`src/rtl/core_sequencer.sv`:
```
// -----------------------------------------------------------------------------
// core_sequencer
//   Multi-cycle control FSM for an RV32I datapath:
//   FETCH -> DECODE -> EXECUTE -> [MEMORY] -> [WRITEBACK] -> FETCH / IDLE.
//   Drives the IR load, the PC commit, the gated register-file write and the
//   data-memory strobes. It also watches memory handshakes for a timeout,
//   honours a deferred halt request and counts retired instructions.
//
// Parameters
//   TIMEOUT_CYCLES : cycles a FETCH/MEMORY handshake may wait before ERROR
//                    (0 disables the timeout)
//   RET_WIDTH      : width of the retired-instruction counter (wraps)
//
// Ports
//   clk, rst      : clock, synchronous active-high reset
//   run           : level, leaves IDLE while high
//   halt_req      : finish current instruction, then return to IDLE
//   write/store/load/illegal : decoded instruction flags
//   imem_req/imem_valid      : instruction fetch handshake
//   ir_load       : latch instruction register
//   dmem_req/dmem_we/dmem_valid : data memory handshake
//   reg_write_en  : register-file write enable
//   pc_enable     : commit next PC (one pulse per completed instruction)
//   error         : sticky error (timeout or illegal opcode)
//   state         : current state encoding
//   retired       : retired-instruction count
// -----------------------------------------------------------------------------
module core_sequencer #(
  parameter int unsigned TIMEOUT_CYCLES = 16,
  parameter int unsigned RET_WIDTH      = 32
) (
  input  logic                 clk,
  input  logic                 rst,
  input  logic                 run,
  input  logic                 halt_req,
  input  logic                 write,
  input  logic                 store,
  input  logic                 load,
  input  logic                 illegal,
  output logic                 imem_req,
  input  logic                 imem_valid,
  output logic                 ir_load,
  output logic                 dmem_req,
  output logic                 dmem_we,
  input  logic                 dmem_valid,
  output logic                 reg_write_en,
  output logic                 pc_enable,
  output logic                 error,
  output logic [2:0]           state,
  output logic [RET_WIDTH-1:0] retired
);

  typedef enum logic [2:0] {
    S_IDLE      = 3'd0,
    S_FETCH     = 3'd1,
    S_DECODE    = 3'd2,
    S_EXECUTE   = 3'd3,
    S_MEMORY    = 3'd4,
    S_WRITEBACK = 3'd5,
    S_ERROR     = 3'd6
  } state_t;

  // Wait counter only needs to reach TIMEOUT_CYCLES-1: the limit cycle is
  // the one on which the counter already holds that value.
  localparam int unsigned CW = (TIMEOUT_CYCLES > 1) ? $clog2(TIMEOUT_CYCLES) : 1;
  localparam logic [CW-1:0] LIMIT =
    (TIMEOUT_CYCLES > 0) ? CW'(TIMEOUT_CYCLES - 1) : '0;

  state_t                 r_state;
  state_t                 w_next;
  logic [CW-1:0]          r_wait_cnt;
  logic                   r_halt;
  logic [RET_WIDTH-1:0]   r_retired;

  logic                   w_halt_pend;
  logic                   w_limit;
  logic                   w_waiting;
  state_t                 w_commit_next;

  // A halt request seen on the commit cycle itself also counts.
  assign w_halt_pend   = r_halt | halt_req;
  assign w_commit_next = w_halt_pend ? S_IDLE : S_FETCH;

  assign w_limit = (TIMEOUT_CYCLES != 0) && (r_wait_cnt == LIMIT);

  assign w_waiting = ((r_state == S_FETCH)  && !imem_valid) ||
                     ((r_state == S_MEMORY) && !dmem_valid);

  // Next-state and strobe decode
  always_comb begin
    w_next       = r_state;
    imem_req     = 1'b0;
    ir_load      = 1'b0;
    dmem_req     = 1'b0;
    dmem_we      = 1'b0;
    reg_write_en = 1'b0;
    pc_enable    = 1'b0;

    unique case (r_state)
      S_IDLE: begin
        if (run && !halt_req) begin
          w_next = S_FETCH;
        end
      end

      S_FETCH: begin
        imem_req = 1'b1;
        if (imem_valid) begin
          ir_load = 1'b1;
          w_next  = S_DECODE;
        end else if (w_limit) begin
          w_next = S_ERROR;
        end
      end

      S_DECODE: begin
        w_next = illegal ? S_ERROR : S_EXECUTE;
      end

      S_EXECUTE: begin
        if (load || store) begin
          w_next = S_MEMORY;
        end else if (write) begin
          w_next = S_WRITEBACK;
        end else begin
          pc_enable = 1'b1;
          w_next    = w_commit_next;
        end
      end

      S_MEMORY: begin
        dmem_req = 1'b1;
        // load wins when both flags are set
        dmem_we  = store && !load;
        if (dmem_valid) begin
          if (load) begin
            w_next = S_WRITEBACK;
          end else begin
            pc_enable = 1'b1;
            w_next    = w_commit_next;
          end
        end else if (w_limit) begin
          w_next = S_ERROR;
        end
      end

      S_WRITEBACK: begin
        reg_write_en = 1'b1;
        pc_enable    = 1'b1;
        w_next       = w_commit_next;
      end

      S_ERROR: begin
        w_next = S_ERROR;
      end

      default: begin
        w_next = S_ERROR;
      end
    endcase
  end

  // State, wait counter, halt latch, retired counter
  always_ff @(posedge clk) begin
    if (rst) begin
      r_state    <= S_IDLE;
      r_wait_cnt <= '0;
      r_halt     <= 1'b0;
      r_retired  <= '0;
    end else begin
      r_state <= w_next;

      if (w_next != r_state) begin
        r_wait_cnt <= '0;
      end else if (w_waiting && (TIMEOUT_CYCLES != 0)) begin
        r_wait_cnt <= r_wait_cnt + CW'(1);
      end

      if (w_next == S_IDLE) begin
        r_halt <= 1'b0;
      end else if ((r_state != S_IDLE) && halt_req) begin
        r_halt <= 1'b1;
      end

      if (pc_enable) begin
        r_retired <= r_retired + RET_WIDTH'(1);
      end
    end
  end

  assign error   = (r_state == S_ERROR);
  assign state   = r_state;
  assign retired = r_retired;

endmodule

```
`config.mk`:
```
export PLATFORM = sky130hd
export DESIGN_NAME = core_sequencer
export DESIGN_NICKNAME = d
export VERILOG_FILES = /design/src/rtl/core_sequencer.sv
export SDC_FILE = /design/constraint.sdc
export NUM_CORES = 1
export LEC_CHECK = 0
export ABC_CLOCK_PERIOD_IN_PS = 2450
export CAP_MARGIN = 10
export CELL_PAD_IN_SITES_DETAIL_PLACEMENT = 1
export CELL_PAD_IN_SITES_GLOBAL_PLACEMENT = 2
export CORE_MARGIN = 5
export CORE_UTILIZATION = 29
export CTS_CLUSTER_SIZE = 28
export DETAILED_ROUTE_END_ITERATION = 10
export PLACE_DENSITY = 0.78
export REMOVE_ABC_BUFFERS = 1
export SYNTH_ARGS = -nofsm -noshare
export SYNTH_HDL_FRONTEND = slang
export SYNTH_SLANG_ARGS = --single-unit
```
`constraint.sdc`:
```
create_clock -name clk -period 2.45 [get_ports clk]
set_clock_uncertainty 0.2 [all_clocks]
set_input_delay 0.49 -clock clk [delete_from_list [all_inputs] [get_ports clk]]
set_output_delay 0.49 -clock clk [all_outputs]
set_load 0.03 [all_outputs]
```
=== Word-level counts from Yosys, hierarchy flattened ===
Cells that the tools add are included.
Widths: inputs -> output; s select.

* Output and inout bits: 42
* Input bits: 10
* Logic and storage cells: 52
* Flip-flop bits (word level): 40

* Add/sub/neg operators: 2
* Multiplexer cells: 21
* Eq/ne operators: 8
* Reduce and logical (&&, ||, !) cells: 16
* Bitwise logic cells: 1

{| class="wikitable"
|+ Operators by type and width
! operator !! count
|-
| $add 32x1->32 const B || 1
|-
| $mux 3 || 8
|-
| $pmux 3 s6 || 1
|-
| $mux 1 || 11
|-
| $eq 3x3->1 const B || 3
|-
| $eq 3x2->1 const B || 2
|-
| $logic_not 3->1 || 2
|-
| $logic_and 1x1->1 || 5
|-
| $add 4x1->4 const B || 1
|-
| $eq 4x4->1 const B || 1
|-
| $logic_not 1->1 || 4
|-
| $reduce_or 2->1 || 2
|-
| $eq 3x1->1 const B || 1
|-
| $ne 3x3->1 || 1
|-
| $pmux 1 s3 || 1
|-
| $reduce_bool 3->1 || 1
|-
| $logic_or 1x1->1 || 2
|-
| $or 1x1->1 || 1
|}

=== Longest topological paths before layout ===
Gate-level depths: netlist (run 1).

* Word-level depth: 7
* Depth in mapped cells: 7
* Mapped depth without buffers: 6

=== Worst setup path before layout (run 1) ===
OpenSTA, ideal clock, no wires.

* Path kind: register -> output
* Start point: reg r_state[0] (netlist: state[0])
* End point: out ir_load
* Slack: -377 ps
* Data arrival time: 2137 ps
* Stages on the path, launching flop included: 4
* Buffers on the path: 1
* Data required time: 1760 ps
* Path through: dfxtp_1 -> clkbuf_1 -> nor3b_1 -> and2_1

* Word-level cells in the longest chain between the ends: 2

{| class="wikitable"
|+ RTL lines
! element !! line !! RTL
|-
| from (decl) || 69 || <nowiki>state_t r_state;</nowiki>
|-
| from (signal assigned) || 171 || <nowiki>r_state <= w_next;</nowiki>
|-
| $eq 3x1->1 || 99 || <nowiki>unique case (r_state)</nowiki>
|-
| $mux 1 || 99 ||
|-
| to (decl) || 42 || <nowiki>output logic ir_load,</nowiki>
|}

No other way between the ends.

=== Final worst setup path (run 1) ===
* Start point: in load
* End point: reg r_retired[25] (netlist: retired[25])

* Word-level cells in the longest chain between the ends: 3
* Elaborated cells between the ends (all ways): 5
* Those cells by class: 4 x mux; 1 x reduce/logical

{| class="wikitable"
|+ RTL lines
! element !! line !! RTL
|-
| from (decl) || 38 || <nowiki>input logic load,</nowiki>
|-
| $mux 1 or $logic_or 1x1->1 (tied branches) || 136, 121 ||
|-
| $mux 1 (on tied branches) || 135, 121 ||
|-
| $pmux 1 s3 * || 99 ||
|-
| to (signal assigned) || 186 || <nowiki>r_retired <= r_retired + RET_WIDTH'(1);</nowiki>
|-
| to (decl) || 73 || <nowiki>logic [RET_WIDTH-1:0] r_retired;</nowiki>
|}

Mark *: on every way between the ends. The rest lies on a longest branch, timed or not.
A chain may end at the register's enable or synchronous reset.

==> run summary, run 1 <==
status - finished, final reports clean
row count - 32
commonest non-fill, non-tap cell in the layout - buf_4
main flop type after synthesis - dfxtp_1
via count normalized by instance count - 5.22
Hold Fails Final Rpt - 0
vias post-DR - 2,446
GRT Resource Usage Total - 15.1%
Post-Route WL - 7280 microns
H-tree depth - 2
reg-to-reg setup timing slack - 110 ps
initial antenna violation count - 0
Core ar. - 7610 sq um
Comb power frac - 10.6%
CP arrival - 2320 ps
HP Start - retired[31]
routed len/inst - 15.5 microns
Clock transition at path regs - 80 ps
Die X - 97.8 microns
area delta synth->final - 48.5%
Clk pwr share - 39.9%
Num CTS Buffers - 5
top layer reached by signal wires - met4
GP Congestion - 0.790
Die H - 97.8 microns
RSZ-0062 raised after global routing - false
ys async rst share - 0%
Psw - 0.000317 W
fin crit share - 95.7%
startpoint class of the critical path - input pin
Worst Hold Path EP - retired[31]
Nets - 378
Synth Instances - 273
P per Cell Area - 403 nW/um^2
DRC viols - 0
Netlist cell types - 53
CP Cell Sequence - dlygate4sd2_1 -> buf_4 -> nor2b_4 -> o21ai_2 -> buf_4 -> buf_4 -> a211o_4 -> buf_2 -> buf_4 -> o21ai_0 -> a21oi_1
final instance area - 3320 sq um
DR iter-0 viols - 59
Starting Density - 29.4%
reg2reg start - state[2]
later-pin clock latency in the skew report - 300 ps
critical path class - input pin to flip-flop
CP Capture Type - flip-flop
placed cells - 450
clock tree buffer depth - 2
# IOs - 52
area of the die - 9570 sq um
Post-Layout Cell Count - 469
Period minus WS final - 2340 ps
sequential share of the synthesized area - 35.8%
CTS tree - yes
vias in the first global route - 2,532
power share of the sequential group - 49.5%
met2 WL post-DR - 3540 microns
CP Max Fanout - 12
Final setup violation count - 0
most frequent cells in the layout - 49 x buf_4, 40 x clkdlybuf4s50_1, 39 x dfxtp_1, 28 x nor2_1, 19 x a21oi_1
Root Buffer - clkbuf_8
grt total ovfl - 0
WL met1 - 3450 microns
worst r2r dst - retired[25]
Syn. warnings - 0
EDFF count, synth - 0
Max-slew headroom - 66.2%
internal power - 0.00102 W
slowest CP cell - a211o_4
Worst-Margin Slew - 502 ps
CTS sink cnt - 40
number of diodes - 0
Crit path required time - 2430 ps
Port Buffer Count - 51
leakage power - 1.14 nW
DP HPWL - 5360 microns
Buf/Inv on CP - 6
final-report max-slew violation count - 0
Max Fclk - 426 MHz
mean post-synth cell area - 8.19 sq um
first-pass GRT wire length - 12,000 microns
Hold WC Path Type - flip-flop to flip-flop
most frequent CP cell - buf_4
largest net degree at the start of global routing - 27
TNS Setup - 0 ps
Worst Hold Depth - 2
CP top delay family - buffers and inverters
Synth Register Bits - 40
max capacitance violation total - 0
total power - 0.00134 W
Hold Slack - 292 ps
wire length on met3 - 182 microns
maximum VDD drop - 0.000207 V
Initial DRT Pass Iterations - 4
layout cells sized above 1 - 20.2%
Sw Ratio - 23.6%
ANT nets after route - 0
dpl cell area - 3090 sq um
slowest cell delay on critical path - 370 ps
r2r worst-path depth - 9
synthesized area - 2240 sq um
-- through the flow --
| stage | worst slack [ps] | util (%) |
|---|---|---|
| floorplan | -341 | - |
| global placement | -335 | 40.6 |
| detailed placement | -366 | 40.6 |
| CTS | -2.06 | 43.4 |
| global route | 23.1 | 43.7 |
| finish | 105 | 43.7 |
-- cell usage after synthesis, types with 2 or more instances --
cell | instances | share of area, %
clkbuf_1 | 10 | 1.7
a2111o_1 | 2 | 1.0
o21ai_0 | 13 | 2.9
or3_1 | 10 | 2.8
nor3_1 | 7 | 1.6
xnor2_1 | 17 | 6.7
ha_1 | 2 | 1.1
xor2_1 | 3 | 1.2
a31oi_1 | 2 | 0.56
o31ai_1 | 6 | 2.0
nor2b_1 | 5 | 1.4
a2111oi_0 | 5 | 2.0
nor3b_1 | 2 | 0.67
dfxtp_1 | 40 | 36
nand3_1 | 10 | 2.2
inv_1 | 8 | 1.3
o21bai_1 | 2 | 0.67
and3_2 | 2 | 0.67
nand2_1 | 16 | 2.7
and4_1 | 4 | 1.6
a211oi_1 | 8 | 2.7
buf_2 | 2 | 0.45
nand4_1 | 11 | 3.1
and2_1 | 5 | 1.4
nor4b_1 | 2 | 0.78
a21o_1 | 3 | 1.0
a21oi_1 | 19 | 4.3
nor2_1 | 28 | 4.7
or4_1 | 5 | 1.7
-- metal layers --
metal,global-route usage [%],up-vias
li1,-,1196
met1,18.8,1210
met2,26.4,30
met3,2.79,10
met4,4.69,0
met5,0,-
-- final cells by class --
cell class                      instances  area [sq um]
Timing Repair Buffer                  100           873
Multi-Input combinational cell        211          1380
Sequential cell                        40           802
Inverter                                8          30.0
Clock buffer                            6          72.6
Clock inverter                          2          35.0
Fill cell                             938          4290
Tap cell                              102           128
-- state kept, by name, summed over array words and instances, names as in the netlist --
register / cells
retired: 32
r_halt: 1
r_wait_cnt: 4
state: 3
-- timing repair --
| action | CTS | global route |
|---|---|---|
| resized for setup | 19 | 5 |
| pin swaps | 5 | 6 |
| hold buffers | 0 | 0 |
| buffers inserted | 9 | 3 |
| cloned | 0 | 0 |
| setup endpoints to repair | 12 | 17 |
-- logic make-up (layout without fill, tap and decap cells) --
kind of cell,count (synthesis),count (layout),share of synthesized area (%)
muxes,2,2,0.951
buffers and inverters,22,116,4.31
adders and majority gates,2,2,1.12
AOI/OAI and AO/OA,71,71,21.2
DFF,40,40,35.8
xor gates and xnor gates,20,20,7.83
and+or+nand+nor,116,116,28.8
-- power by group through the flow --
stage                     clock network [W]  registers (W)   logic, W
after floorplan                           0       0.000686  0.0000480
after global placement                    0       0.000678   0.000137
after detailed placement                  0       0.000677   0.000137
after CTS                          0.000551       0.000663   0.000142
after global routing               0.000575       0.000664   0.000154
final                              0.000534       0.000663   0.000142
-- worst register-to-register path: cells and delay by family (launching register included) --
family          cells  cell delay [ps]
simple gates        1              270
compound gates      4              690
flops               1              430
buf+inv             4              630
-- worst max path at each step --
stage             start           to  slack (ps)  cells past startpoint
5_1_grt        state[2]  retired[25]          20                      9
4_1_cts           write  retired[20]          -2                      7
2_1_floorplan  state[1]  retired[28]        -340                      4
3_3_place_gp       load  retired[28]        -330                      6
3_5_place_dp       load  retired[28]        -370                      6
6_report           load  retired[25]         110                     11
Power figures use the tool's default switching activity.
==> run 2, diff against run 1 <==
--- a/config.mk
+++ b/config.mk
@@ -5,11 +5,10 @@
 export SDC_FILE = /design/constraint.sdc
 export NUM_CORES = 1
 export LEC_CHECK = 0
-export ABC_CLOCK_PERIOD_IN_PS = 2450
+export ABC_CLOCK_PERIOD_IN_PS = 2200
 export CAP_MARGIN = 10
 export CELL_PAD_IN_SITES_DETAIL_PLACEMENT = 1
 export CELL_PAD_IN_SITES_GLOBAL_PLACEMENT = 2
-export CORE_MARGIN = 5
 export CORE_UTILIZATION = 29
 export CTS_CLUSTER_SIZE = 28
 export DETAILED_ROUTE_END_ITERATION = 10
==> constraint.sdc (replaced) <==
create_clock -name clk -period 2.2 [get_ports clk]
set_clock_uncertainty 0.2 [all_clocks]
set_input_delay 0.44 -clock clk [delete_from_list [all_inputs] [get_ports clk]]
set_output_delay 0.44 -clock clk [all_outputs]
set_load 0.03 [all_outputs]
==> run 2 against run 1 <==
Routed wire length down 3.5%. Sequential power up 11%. Sequential cell count unchanged. Sequential share of layout area about the same. Final cell count up 0.64%. Critical path type is now flip-flop to output pin. Largest cell class unchanged.
==> run summary, run 2 (same netlist as run 1, synthesis figures left out) <==
status - finished, final reports clean
Max Fclk - 471 MHz
CP Cell Sequence - clkdlybuf4s50_1
# IOs - 52
routed len/inst - 14.9 microns
CP Max Fanout - 6
CTS sink cnt - 40
Initial DRT Pass Iterations - 4
CP top delay family - buffers and inverters
vias post-DR - 2,429
DR iter-0 viols - 36
CP Capture Type - output pin
Core ar. - 7370 sq um
slowest CP cell - clkdlybuf4s50_1
area delta synth->final - 50.2%
Clock transition at path regs - 80 ps
fillers - 903
Worst-Margin Slew - 562 ps
Hold WC Path Type - flip-flop to flip-flop
CP arrival - 1480 ps
Max-slew headroom - 62.1%
DP HPWL - 5340 microns
Die X - 89.8 microns
max capacitance violation total - 0
GP Congestion - 0.812
critical path class - flip-flop to output pin
area of the die - 8060 sq um
largest net degree at the start of global routing - 38
later-pin clock latency in the skew report - 290 ps
grt total ovfl - 0
Starting Density - 30.3%
maximum VDD drop - 0.000276 V
layout cells sized above 1 - 23.6%
first-pass GRT wire length - 11,900 microns
number of diodes - 0
Nets - 384
Die H - 89.8 microns
most frequent cells in the layout - 55 x buf_4, 37 x clkdlybuf4s50_1, 37 x dfxtp_1, 28 x nor2_1, 18 x a21oi_1
pre-CTS WS - -642 ps
DRC viols - 0
leakage power - 1.20 nW
Post-Route WL - 7030 microns
Final Util - 45.6%
H-tree depth - 2
via count normalized by instance count - 5.15
ANT nets after route - 0
P per Cell Area - 421 nW/um^2
Period minus WS final - 2120 ps
clock tree buffer depth - 2
TNS Setup - 0 ps
Hold Fails Final Rpt - 0
commonest non-fill, non-tap cell in the layout - buf_4
setup ws final - 77.1 ps
fin crit share - 96.5%
row count - 31
final-report max-slew violation count - 0
Buf/Inv on CP - 1
total power - 0.00141 W
Root Buffer - clkbuf_8
max FFs per register - 32
vias in the first global route - 2,378
GRT Resource Usage Total - 17.8%
RSZ-0062 raised after global routing - true
Final setup violation count - 0
Num CTS Buffers - 5
Port Buffer Count - 51
slowest cell delay on critical path - 720 ps
initial antenna violation count - 0
Crit path required time - 1560 ps
Hold Slack - 287 ps
CTS tree - yes
startpoint class of the critical path - flip-flop
run 2: cell count changes in the layout (fill, tap and decap cells not counted), moves of 2 or more:
cell	change
a2111oi_1	+3
dfxtp_1	-2
dfxtp_4	+2
buf_4	+6
clkdlybuf4s50_1	-3
a2111oi_2	-2
run 2: area by class of cell:
cell class | count | area, sq um | area share [%]
Clock inverter | 2 | 10.0 | 0.298
Tap cell | 99 | 124 | 3.69
Multi-Input combinational cell | 211 | 1380 | 41.1
Timing Repair Buffer | 106 | 921 | 27.4
Clock buffer | 6 | 82.6 | 2.46
Inverter | 8 | 30.0 | 0.894
Sequential cell | 40 | 810 | 24.1
run 2: timing repair:
item	CTS	global route
hold buffers	0	0
buffers inserted	3	2
pin swaps	5	4
setup endpoints to repair	29	22
endpoints found under the hold margin	0	0
resized for setup	23	15
run 2: per-stage QoR:
stage | instances | cell area, sq um
after global routing | 472 | 3360
after CTS | 470 | 3330
after floorplan | 259 | 2170
after detailed placement | 459 | 3180
after global placement | 459 | 3180
final | 472 | 3360
run 2: worst paths after layout:
path	from	end	slack, ps	cells past startpoint
hold reg to reg	retired[31]	retired[31]	290	2
hold / removal	retired[31]	retired[31]	290	2
setup / recovery	retired[7]	retired[7]	80	1
setup reg to reg	state[2]	retired[28]	80	5
run 2: power by group:
group / total (W) / switching, W / internal (W)
sequential: 0.000738 / 0.00000960 / 0.000728
combinational: 0.000161 / 0.0000871 / 0.0000743
clock: 0.000516 / 0.000265 / 0.000251
run 2: metal layers:
layer	up-vias	share of wire, %	wire (microns)	global-route usage (%)
met5	-	0	0	0
met4	0	0.41	29	2.87
met3	2	2.3	164	2.79
met2	29	48	3400	30.3
met1	1188	49	3430	24.1
li1	1210	-	-	-
==> run 3, diff against run 2 <==
--- a/config.mk
+++ b/config.mk
@@ -5,14 +5,15 @@
 export SDC_FILE = /design/constraint.sdc
 export NUM_CORES = 1
 export LEC_CHECK = 0
+export ABC_AREA = 1
 export ABC_CLOCK_PERIOD_IN_PS = 2200
 export CAP_MARGIN = 10
 export CELL_PAD_IN_SITES_DETAIL_PLACEMENT = 1
 export CELL_PAD_IN_SITES_GLOBAL_PLACEMENT = 2
-export CORE_UTILIZATION = 29
+export CORE_UTILIZATION = 27
 export CTS_CLUSTER_SIZE = 28
 export DETAILED_ROUTE_END_ITERATION = 10
-export PLACE_DENSITY = 0.78
+export PLACE_DENSITY = 0.77
 export REMOVE_ABC_BUFFERS = 1
 export SYNTH_ARGS = -nofsm -noshare
 export SYNTH_HDL_FRONTEND = slang
==> run 3 against run 2 <==
Via count rose by 4.0%. Sequential share of layout area increased by 0.56 points. Synthesized cell count grew 33%. Global-route usage shrank 2.0 points. Sequential power increased by 0.8%. Critical path depth did not move. Combinational power grew 5%. Critical path type unchanged.
==> run summary, run 3 <==
area of the die - 9380 sq um
Post-Route WL - 7220 microns
Hold Slack - 333 ps
DRC viols - 0
hold buffers post-CTS - 0
main flop type after synthesis - dfxtp_1
number of diodes - 0
CP top delay family - buffers and inverters
maximum VDD drop - 0.000159 V
startpoint class of the critical path - flip-flop
max FFs per register - 32
Nets - 448
CP arrival - 1510 ps
CP Capture Type - output pin
critical path class - flip-flop to output pin
later-pin clock latency in the skew report - 300 ps
status - finished, final reports clean
Max-slew headroom - 69.4%
GP Congestion - 0.805
Die H - 96.9 microns
commonest non-fill, non-tap cell in the layout - nand2_1
Buf/Inv on CP - 1
Syn. warnings - 0
Clock transition at path regs - 80 ps
vias post-DR - 2,525
GRT Resource Usage Total - 15.9%
CP Max Fanout - 10
Die X - 96.9 microns
mean post-synth cell area - 6.68 sq um
main area contributors after synthesis - dfxtp_1 33%, nand2_1 14%, nor2_1 11%
slowest cell delay on critical path - 730 ps
CTS tree - yes
share of the synthesized area in the top cell type - 33.0%
clock tree buffer depth - 2
most frequent cells in the layout - 89 x nand2_1, 68 x nor2_1, 42 x clkdlybuf4s50_1, 38 x dfxtp_1, 34 x inv_1
Max Fclk - 466 MHz
CP Cell Sequence - clkdlybuf4s50_1
Hold WC Path Type - flip-flop to flip-flop
row count - 34
max capacitance violation total - 0
Synth Register Bits - 40
Starting Density - 27.9%
DP HPWL - 5780 microns
slowest CP cell - clkdlybuf4s50_1
Final Util - 37.5%
grt total ovfl - 0
H-tree depth - 2
Synth Instances - 364
Hold Fails Final Rpt - 0
ys async rst share - 0%
Root Buffer - clkbuf_8
Crit path required time - 1560 ps
setup ws final - 54.8 ps
Worst-Margin Slew - 458 ps
Final setup violation count - 0
EDFF count, synth - 0
Period minus WS final - 2150 ps
final-report max-slew violation count - 0
CTS sink cnt - 40
Commonest cells post-synth - 89 x nand2_1, 70 x nor2_1, 40 x dfxtp_1
fin crit share - 97.5%
largest net degree at the start of global routing - 14
P per Cell Area - 434 nW/um^2
Core ar. - 8720 sq um
first-pass GRT wire length - 12,000 microns
leakage power - 1.27 nW
initial antenna violation count - 0
layout cells sized above 1 - 17.8%
vias in the first global route - 2,478
synthesized area - 2430 sq um
sequential share of the synthesized area - 33.0%
Num CTS Buffers - 5
routed len/inst - 13.3 microns
ANT nets after route - 0
# IOs - 52
Synth area leader - dfxtp_1
area delta synth->final - 34.4%
top-count cell post-synth - nand2_1
RSZ-0062 raised after global routing - false
Initial DRT Pass Iterations - 4
DR iter-0 viols - 74
pre-CTS WS - -185 ps
Port Buffer Count - 51
Netlist cell types - 35
via count normalized by instance count - 4.63
run 3: cell types whose count changed after synthesis, sizes merged, moves of 6 or more:
cell	before	now
a211oi	8	1
clkbuf	10	3
inv	8	39
nand2	16	96
nand3	11	21
nor2	28	80
o31ai	6	0
or3	10	0
or4	6	0
xnor2	17	5
run 3: final cells by class:
class	instances	area, sq um
fillers	1123	5450
clock inverters	3	18.8
flip-flops and latches	40	806
repair buffers	74	668
inverters	39	146
well taps	108	135
clock buffers	5	68.8
multi-input cells	276	1420
run 3: power breakdown:
part | switching [W] | internal (W)
Combinational | 0.0000978 | 0.0000710
Sequential | 0.0000139 | 0.000730
Clock | 0.000283 | 0.000221
Total | 0.000395 | 0.00102
run 3: path summary, 6_finish.rpt:
path	from	endpoint	slack, ps	cells after the start
setup / recovery	state[0]	state[0]	50	1
hold / removal	retired[30]	retired[30]	330	2
setup reg to reg	state[0]	retired[23]	300	9
hold reg to reg	retired[30]	retired[30]	330	2
run 3: logic make-up (layout without fill, tap and decap cells):
group / after synthesis / in the layout / share of synthesized area (%)
AO/OA/AOI/OAI: 36 / 36 / 8.29
XOR/XNOR: 11 / 11 / 3.96
adder cells (fa/ha/maj): 2 / 2 / 1.03
buffers and inverters: 48 / 121 / 9.01
flip-flops: 40 / 40 / 33.0
multiplexers: 1 / 1 / 0.463
AND/OR/NAND/NOR: 226 / 226 / 44.3
run 3: timing repair:
action                     CTS  global route
setup endpoints to repair    5             3
gates resized for setup      7             3
setup buffers                1             2
pin swaps                    2             2
run 3: per-stage QoR:
stage                     TNS (ps)  power [W]  cells  cell area (sq um)
after floorplan              -1310   0.000841    355               2360
after global placement       -2940   0.000926    534               3140
after detailed placement     -3190   0.000930    534               3140
after CTS                        0    0.00145    543               3240
after global routing             0    0.00149    545               3270
final                            0    0.00142    545               3270
run 3: layer usage:
metal | vias to the layer above | part of all wire, % | GRT usage (%)
li1 | 1300 | - | -
met1 | 1190 | 50 | 21.2
met2 | 31 | 47 | 26.2
met3 | 4 | 2.4 | 2.67
met4 | 0 | 0.82 | 4.48
met5 | - | 0 | 0
